### src/rtl/prog_loader_if.sv
// rtl/prog_loader_if.sv - byte-stream input and program RAM bus for prog_loader (r_addr/r_data with PROG_LOADER_VERIFY_EN)
interface prog_loader_if;
    logic       in_valid;
    logic [7:0] in_data;
    logic       in_ready;
    logic       we;
    logic [7:0] w_addr;
    logic [7:0] w_data;
`ifdef PROG_LOADER_VERIFY_EN
    logic [7:0] r_addr;
    logic [7:0] r_data;
`endif

    modport master (
        input  in_valid, in_data,
`ifdef PROG_LOADER_VERIFY_EN
        input  r_data,
        output r_addr,
`endif
        output in_ready, we, w_addr, w_data
    );

    modport slave (
        output in_valid, in_data,
`ifdef PROG_LOADER_VERIFY_EN
        output r_data,
        input  r_addr,
`endif
        input  in_ready, we, w_addr, w_data
    );
endinterface

### src/rtl/prog_loader.sv
// rtl/prog_loader.sv - framed byte-stream program RAM loader, optional readback verify under PROG_LOADER_VERIFY_EN
module prog_loader #(
    parameter logic [7:0]  SYNC_BYTE = 8'hA5,
    parameter logic [15:0] TIMEOUT   = 16'd50000
) (
    input  logic          clk,
    input  logic          rst_n,
    prog_loader_if.master bus,
    output logic          cpu_hold,
    output logic          done,
    output logic          err,
    output logic [1:0]    err_code
);

`ifdef PROG_LOADER_VERIFY_EN
    typedef enum logic [2:0] {S_IDLE, S_ADDR, S_LEN, S_DATA, S_CSUM, S_VERIFY} state_t;
`else
    typedef enum logic [2:0] {S_IDLE, S_ADDR, S_LEN, S_DATA, S_CSUM} state_t;
`endif

    state_t      state_q, state_d;
    logic [7:0]  base_q, base_d;
    logic [8:0]  len_q, len_d;
    logic [8:0]  idx_q, idx_d;
    logic [7:0]  xor_q, xor_d;
    logic [15:0] tmr_q, tmr_d;
    logic        we_q, we_d;
    logic [7:0]  w_addr_q, w_addr_d;
    logic [7:0]  w_data_q, w_data_d;
    logic        hold_q, hold_d;
    logic        done_q, done_d;
    logic        err_q, err_d;
    logic [1:0]  code_q, code_d;
    logic        in_ready_w;
    logic        accept;
`ifdef PROG_LOADER_VERIFY_EN
    logic [7:0]  r_addr_q, r_addr_d;
    logic [8:0]  vidx_q, vidx_d;
    logic [7:0]  vxor_q, vxor_d;

    assign in_ready_w  = (state_q != S_VERIFY);
    assign bus.r_addr  = r_addr_q;
`else
    assign in_ready_w  = 1'b1;
`endif

    assign accept       = bus.in_valid && in_ready_w;
    assign bus.in_ready = in_ready_w;
    assign bus.we       = we_q;
    assign bus.w_addr   = w_addr_q;
    assign bus.w_data   = w_data_q;
    assign cpu_hold     = hold_q;
    assign done         = done_q;
    assign err          = err_q;
    assign err_code     = code_q;

    always_comb begin
        state_d  = state_q;
        base_d   = base_q;
        len_d    = len_q;
        idx_d    = idx_q;
        xor_d    = xor_q;
        we_d     = 1'b0;
        w_addr_d = w_addr_q;
        w_data_d = w_data_q;
        hold_d   = hold_q;
        done_d   = 1'b0;
        err_d    = 1'b0;
        code_d   = code_q;
`ifdef PROG_LOADER_VERIFY_EN
        r_addr_d = r_addr_q;
        vidx_d   = vidx_q;
        vxor_d   = vxor_q;
`endif
        // Idle-gap timer: only meaningful between frame bytes
        if (state_q == S_IDLE || accept) begin
            tmr_d = 16'd0;
        end else begin
            tmr_d = tmr_q + 16'd1;
        end

        case (state_q)
            S_IDLE: begin
                if (accept && bus.in_data == SYNC_BYTE) begin
                    state_d = S_ADDR;
                    hold_d  = 1'b1;
                end
            end
            S_ADDR: begin
                if (accept) begin
                    base_d  = bus.in_data;
                    state_d = S_LEN;
                end
            end
            S_LEN: begin
                if (accept) begin
                    len_d   = (bus.in_data == 8'd0) ? 9'd256 : {1'b0, bus.in_data};
                    idx_d   = 9'd0;
                    xor_d   = 8'd0;
                    state_d = S_DATA;
                end
            end
            S_DATA: begin
                if (accept) begin
                    we_d     = 1'b1;
                    w_addr_d = base_q + idx_q[7:0];
                    w_data_d = bus.in_data;
                    xor_d    = xor_q ^ bus.in_data;
                    idx_d    = idx_q + 9'd1;
                    if (idx_q == len_q - 9'd1) begin
                        state_d = S_CSUM;
                    end
                end
            end
            S_CSUM: begin
                if (accept) begin
                    if (bus.in_data == xor_q) begin
`ifdef PROG_LOADER_VERIFY_EN
                        state_d  = S_VERIFY;
                        r_addr_d = base_q;
                        vidx_d   = 9'd0;
                        vxor_d   = 8'd0;
`else
                        state_d = S_IDLE;
                        done_d  = 1'b1;
                        hold_d  = 1'b0;
`endif
                    end else begin
                        state_d = S_IDLE;
                        err_d   = 1'b1;
                        code_d  = 2'b01;
                        hold_d  = 1'b0;
                    end
                end
            end
`ifdef PROG_LOADER_VERIFY_EN
            // LEN read cycles accumulate readback XOR, one extra cycle compares
            S_VERIFY: begin
                if (vidx_q == len_q) begin
                    state_d = S_IDLE;
                    hold_d  = 1'b0;
                    if (vxor_q == xor_q) begin
                        done_d = 1'b1;
                    end else begin
                        err_d  = 1'b1;
                        code_d = 2'b11;
                    end
                end else begin
                    vxor_d   = vxor_q ^ bus.r_data;
                    r_addr_d = r_addr_q + 8'd1;
                    vidx_d   = vidx_q + 9'd1;
                end
            end
`endif
            default: state_d = S_IDLE;
        endcase

        // A byte accepted on this edge always wins over the timer
        if (TIMEOUT != 16'd0 && !accept && tmr_q == TIMEOUT - 16'd1 &&
            (state_q == S_ADDR || state_q == S_LEN || state_q == S_DATA || state_q == S_CSUM)) begin
            state_d = S_IDLE;
            err_d   = 1'b1;
            code_d  = 2'b10;
            hold_d  = 1'b0;
        end
    end

    always_ff @(posedge clk) begin
        if (!rst_n) begin
            state_q  <= S_IDLE;
            base_q   <= 8'd0;
            len_q    <= 9'd0;
            idx_q    <= 9'd0;
            xor_q    <= 8'd0;
            tmr_q    <= 16'd0;
            we_q     <= 1'b0;
            w_addr_q <= 8'd0;
            w_data_q <= 8'd0;
            hold_q   <= 1'b0;
            done_q   <= 1'b0;
            err_q    <= 1'b0;
            code_q   <= 2'b00;
`ifdef PROG_LOADER_VERIFY_EN
            r_addr_q <= 8'd0;
            vidx_q   <= 9'd0;
            vxor_q   <= 8'd0;
`endif
        end else begin
            state_q  <= state_d;
            base_q   <= base_d;
            len_q    <= len_d;
            idx_q    <= idx_d;
            xor_q    <= xor_d;
            tmr_q    <= tmr_d;
            we_q     <= we_d;
            w_addr_q <= w_addr_d;
            w_data_q <= w_data_d;
            hold_q   <= hold_d;
            done_q   <= done_d;
            err_q    <= err_d;
            code_q   <= code_d;
`ifdef PROG_LOADER_VERIFY_EN
            r_addr_q <= r_addr_d;
            vidx_q   <= vidx_d;
            vxor_q   <= vxor_d;
`endif
        end
    end

endmodule
### src/flat_wrapper.sv
// flat-port wrapper written by rule: the top's interface ports become plain ports
module prog_loader_flat 
#(
    parameter logic [7:0]  SYNC_BYTE = 8'hA5,
    parameter logic [15:0] TIMEOUT   = 16'd50000
)
  (clk, rst_n, cpu_hold, done, err, err_code, bus_in_valid, bus_in_data, bus_in_ready, bus_we, bus_w_addr, bus_w_data);
  prog_loader_if bus_i ();
  input  logic clk;
  input  logic rst_n;
  output logic cpu_hold;
  output logic done;
  output logic err;
  output logic [1:0] err_code;
  input wire logic [$bits(bus_i.in_valid)-1:0] bus_in_valid;
  input wire logic [$bits(bus_i.in_data)-1:0] bus_in_data;
  output wire logic [$bits(bus_i.in_ready)-1:0] bus_in_ready;
  output wire logic [$bits(bus_i.we)-1:0] bus_we;
  output wire logic [$bits(bus_i.w_addr)-1:0] bus_w_addr;
  output wire logic [$bits(bus_i.w_data)-1:0] bus_w_data;
  assign bus_i.in_valid = bus_in_valid;
  assign bus_i.in_data = bus_in_data;
  assign bus_in_ready = bus_i.in_ready;
  assign bus_we = bus_i.we;
  assign bus_w_addr = bus_i.w_addr;
  assign bus_w_data = bus_i.w_data;
  prog_loader #(.SYNC_BYTE(SYNC_BYTE), .TIMEOUT(TIMEOUT)) u_core (.clk(clk), .rst_n(rst_n), .bus(bus_i), .cpu_hold(cpu_hold), .done(done), .err(err), .err_code(err_code));
endmodule
### config.mk
export PLATFORM = sky130hd
export DESIGN_NAME = prog_loader_flat
export DESIGN_NICKNAME = d
export VERILOG_FILES = /design/src/rtl/prog_loader_if.sv /design/src/rtl/prog_loader.sv /design/src/flat_wrapper.sv
export SDC_FILE = /design/constraint.sdc
export NUM_CORES = 1
export LEC_CHECK = 0
export ABC_AREA = 0
export CORE_UTILIZATION = 35
export DETAILED_ROUTE_END_ITERATION = 10
export GPL_ROUTABILITY_DRIVEN = 0
export GPL_TIMING_DRIVEN = 0
export PLACE_DENSITY = 0.6
export SLEW_MARGIN = 10
export SYNTH_ARGS = -nofsm -noshare
export SYNTH_HDL_FRONTEND = slang
export SYNTH_SLANG_ARGS = --single-unit
### constraint.sdc
create_clock -name clk -period 2.8 [get_ports clk]
set_clock_uncertainty 0.2 [all_clocks]
set_input_delay 0.56 -clock clk [delete_from_list [all_inputs] [get_ports clk]]
set_output_delay 0.56 -clock clk [all_outputs]
set_load 0.01 [all_outputs]
==> impl_metrics.env, run 1 <==
export IMPL_setup_worst_path_class="input pin to flip-flop"
export IMPL_layout_cells_most_common="sky130_fd_sc_hd__dfxtp_1"
export IMPL_layout_common_cells="sky130_fd_sc_hd__dfxtp_1, sky130_fd_sc_hd__nor2_1, sky130_fd_sc_hd__nand2_1, sky130_fd_sc_hd__a21oi_1, sky130_fd_sc_hd__clkdlybuf4s50_1"
export IMPL_first_global_vias=3135
export IMPL_critPathCaptureType="flip-flop"
export IMPL_post_cts_buffers=0
export IMPL_cts_hold_repair_buffers=0
export IMPL_syn_mean_instance_area_um2=8.18
export IMPL_cap_violations=0
export IMPL_grt_antenna_before_repair=0
export IMPL_drtPass1Iterations=4
export IMPL_finalSetupViolations=0
export IMPL_synthFlopType="sky130_fd_sc_hd__dfxtp_1"
export IMPL_netlist_area_um2=3690
export IMPL_setup_slack_ps=159
export IMPL_post_route_drc_count=0
export IMPL_total_global_route_track_usage_pct=17.0
export IMPL_cts_buffers=9
export IMPL_worst_endpoint_data_arrival_time_ps=2730
export IMPL_synth_warnings=0
export IMPL_setup_total_neg_slack_ps=0
export IMPL_antenna_cells=0
export IMPL_cts_resized=0
export IMPL_hold_path_class="flip-flop to flip-flop"
export IMPL_ctsLongestPathBuffers=2
export IMPL_leakage_power_nw=1.51
export IMPL_syn_instance_count=451
export IMPL_count_of_distinct_cell_types_in_the_synthesized_netlist=58
export IMPL_design_portCount=34
export IMPL_finalWorstPathRequiredPeriod_ps=2640
export IMPL_cts_max_level=3
export IMPL_ant_nets=0
export IMPL_final_nets=513
export IMPL_max_slew_worst_pin_slew_ps=823
export IMPL_instances_no_fill=631
export IMPL_final_hold_violation_count=0
export IMPL_clk_latency_ps=340
export IMPL_power_density_nw_per_um2=462
export IMPL_place_ws_ps=-184
export IMPL_post_route_cells_drive_above_1_share_pct=6.87
export IMPL_initial_core_util_pct=35.9
export IMPL_global_route_overflow_total=0
export IMPL_synth_sequential_area_ratio_pct=40.7
export IMPL_outcome="completed"
export IMPL_numPortBuffers=29
export IMPL_place_detailed_instances=616
export IMPL_finalCritPeriodShare_pct=94.3
export IMPL_power_ir_vdd_worst_uv=228
export IMPL_fp_coreArea_um2=10300
export IMPL_synthArstFlopShare_pct=0
export IMPL_dr_total_vias=3203
export IMPL_drt_wirelength_per_cell_um=14.1
export IMPL_fp_row_count=37
export IMPL_synth_edff_count=0
export IMPL_clock_sink_count=75
export IMPL_worstPathMaxFanout=10
export IMPL_cts_root_buffer="sky130_fd_sc_hd__clkbuf_8"
export IMPL_report_final_slew_viol_count=0
export IMPL_drt_first_iter_violations=144
export IMPL_grt_setup_unrepaired="no"
export IMPL_finalWirelength_um=8890
export IMPL_timing_slew_headroom_pct=44.8
export IMPL_post_synthesis_sequential_element_count=75
export IMPL_grt_start_max_net_pins=13
export IMPL_hold_slack_ps=256
export IMPL_worstPathRequired_ps=2880
export IMPL_place_hpwl_um=6510
export IMPL_dieHeight_um=105
export IMPL_first_pass_grt_wire_length_um=14800
export IMPL_cts_tree="done"
export IMPL_timing_fmax_mhz=379
export IMPL_die_ar_um2=11000
export IMPL_sort_of_element_at_the_start_of_the_critical_path="input pin"
export IMPL_clkSlewWorstSetupHoldPaths_ps=80
export IMPL_postLayoutCoreUtil_pct=42.4
export IMPL_mappedNetlistNets=473
export IMPL_die_w_um=105
export IMPL_flow_area_growth_from_synthesis_pct=18.1
export IMPL_vias_cell=5.08
-- stage by stage --
step	cell area (um2)	power, W
after floorplan	3690	0.00112
after global placement	4150	0.00115
after detailed placement	4150	0.00115
after CTS	4360	0.00204
after global routing	4360	0.00208
final	4360	0.00202
-- area by class of cell --
type | instances | area (um2)
Buffer | 22 | 120
Multi-Input combinational cell | 338 | 2010
Inverter | 16 | 60.1
Tap cell | 136 | 170
Fill cell | 1073 | 5920
Clock inverter | 5 | 78.8
Sequential cell | 75 | 1500
Clock buffer | 10 | 128
Timing Repair Buffer | 29 | 290
-- Yosys cell counts, types with 2 or more instances --
library cell | n | area [um2]
sky130_fd_sc_hd__mux2_2 | 2 | 22.5
sky130_fd_sc_hd__nor2b_1 | 5 | 31.3
sky130_fd_sc_hd__and2_1 | 4 | 25.0
sky130_fd_sc_hd__nand3b_1 | 3 | 22.5
sky130_fd_sc_hd__a31oi_1 | 2 | 12.5
sky130_fd_sc_hd__dfxtp_1 | 75 | 1500
sky130_fd_sc_hd__or3_1 | 4 | 25.0
sky130_fd_sc_hd__nor3_2 | 2 | 20.0
sky130_fd_sc_hd__nor3_1 | 10 | 50.1
sky130_fd_sc_hd__ha_1 | 10 | 125
sky130_fd_sc_hd__nor3b_1 | 2 | 15.0
sky130_fd_sc_hd__nand4_1 | 4 | 25.0
sky130_fd_sc_hd__xnor2_1 | 17 | 149
sky130_fd_sc_hd__buf_2 | 5 | 25.0
sky130_fd_sc_hd__o21ai_0 | 22 | 110
sky130_fd_sc_hd__a21oi_1 | 37 | 185
sky130_fd_sc_hd__clkbuf_1 | 12 | 45.0
sky130_fd_sc_hd__o31ai_1 | 2 | 15.0
sky130_fd_sc_hd__nand2_1 | 59 | 221
sky130_fd_sc_hd__or4_1 | 2 | 15.0
sky130_fd_sc_hd__o21a_1 | 9 | 67.6
sky130_fd_sc_hd__nor4_1 | 5 | 31.3
sky130_fd_sc_hd__xor2_1 | 12 | 105
sky130_fd_sc_hd__and4_1 | 2 | 17.5
sky130_fd_sc_hd__inv_1 | 16 | 60.1
sky130_fd_sc_hd__nand3_1 | 18 | 90.1
sky130_fd_sc_hd__nor2_1 | 66 | 248
sky130_fd_sc_hd__mux2i_1 | 10 | 100
sky130_fd_sc_hd__and3_1 | 4 | 25.0
sky130_fd_sc_hd__clkbuf_8 | 2 | 27.5
-- layer usage --
layer / up-vias / track usage, % / wire [um]
li1: 1625 / - / -
met1: 1507 / 21.6 / 4130
met2: 66 / 28.6 / 4210
met3: 5 / 3.93 / 495
met4: 0 / 5.33 / 51
met5: - / 0 / 0
-- path summary, 6_finish.rpt --
check                            start              endpoint  slack, ps  cells after the start
hold / removal    u_core.bus.w_addr[0]  u_core.bus.w_addr[0]        260                      2
setup / recovery          bus_in_valid       u_core.xor_q[6]        160                      8
setup reg to reg       u_core.idx_q[0]  u_core.bus.w_addr[6]        250                      9
hold reg to reg   u_core.bus.w_addr[0]  u_core.bus.w_addr[0]        260                      2
-- worst max-delay path, stage by stage --
cell and delay (ps):
sky130_fd_sc_hd__clkdlybuf4s50_1 520, sky130_fd_sc_hd__clkbuf_8 180, sky130_fd_sc_hd__nand3_1 180, sky130_fd_sc_hd__nor2_1 560, sky130_fd_sc_hd__buf_2 370, sky130_fd_sc_hd__nand2_1 110, sky130_fd_sc_hd__o21a_1 190, sky130_fd_sc_hd__nor2_1 70
-- flip-flops by register name, indices dropped and copies added (netlist names), 2 cells and up --
register / flops
u_core.tmr_q: 16
u_core.base_q: 8
u_core.xor_q: 8
u_core.bus.w_data: 8
u_core.state_q: 3
u_core.bus.w_addr: 8
u_core.idx_q: 9
u_core.err_code: 2
u_core.len_q: 9
-- logic make-up after synthesis --
kind of cell | Yosys count | synth area share (%)
xor+xnor | 29 | 6.88
fa+ha+maj | 11 | 3.93
simple gates | 199 | 26.0
flops | 75 | 40.7
other cells | 1 | 0.102
buf+inv | 38 | 4.88
compound gates | 86 | 14.2
mux | 12 | 3.32
-- power by group --
part	total, W	switching, W	internal (W)
combinational	0.0000631	0.0000413	0.0000218
sequential	0.00107	0.000000136	0.00107
clock	0.000886	0.000390	0.000496
No activity file was read; power rests on OpenSTA's default activity.
==> run 2: changes to the inputs <==
--- a/config.mk
+++ b/config.mk
@@ -12,4 +12,5 @@
 export GPL_TIMING_DRIVEN = 0
 export PLACE_DENSITY = 0.6
+export SKIP_CTS_REPAIR_TIMING = 1
 export SLEW_MARGIN = 10
 export SYNTH_ARGS = -nofsm -noshare
==> constraint.sdc (replaced) <==
create_clock -name clk -period 2.8 [get_ports clk]
set_clock_uncertainty 0.2 [all_clocks]
set_input_delay 0.42 -clock clk [delete_from_list [all_inputs] [get_ports clk]]
set_output_delay 0.42 -clock clk [all_outputs]
set_load 0.01 [all_outputs]
==> results of run 2 <==
Same layout as run 1 (identical final DEF). Status: completed.
Among the figures that moved: setup slack after placement -184 ps -> -43.6 ps; setup slack after layout 159 ps -> 252 ps; start point of the critical path bus_in_valid -> u_core.idx_q[0]; end point of the critical path u_core.xor_q[6] -> u_core.bus.w_addr[6]
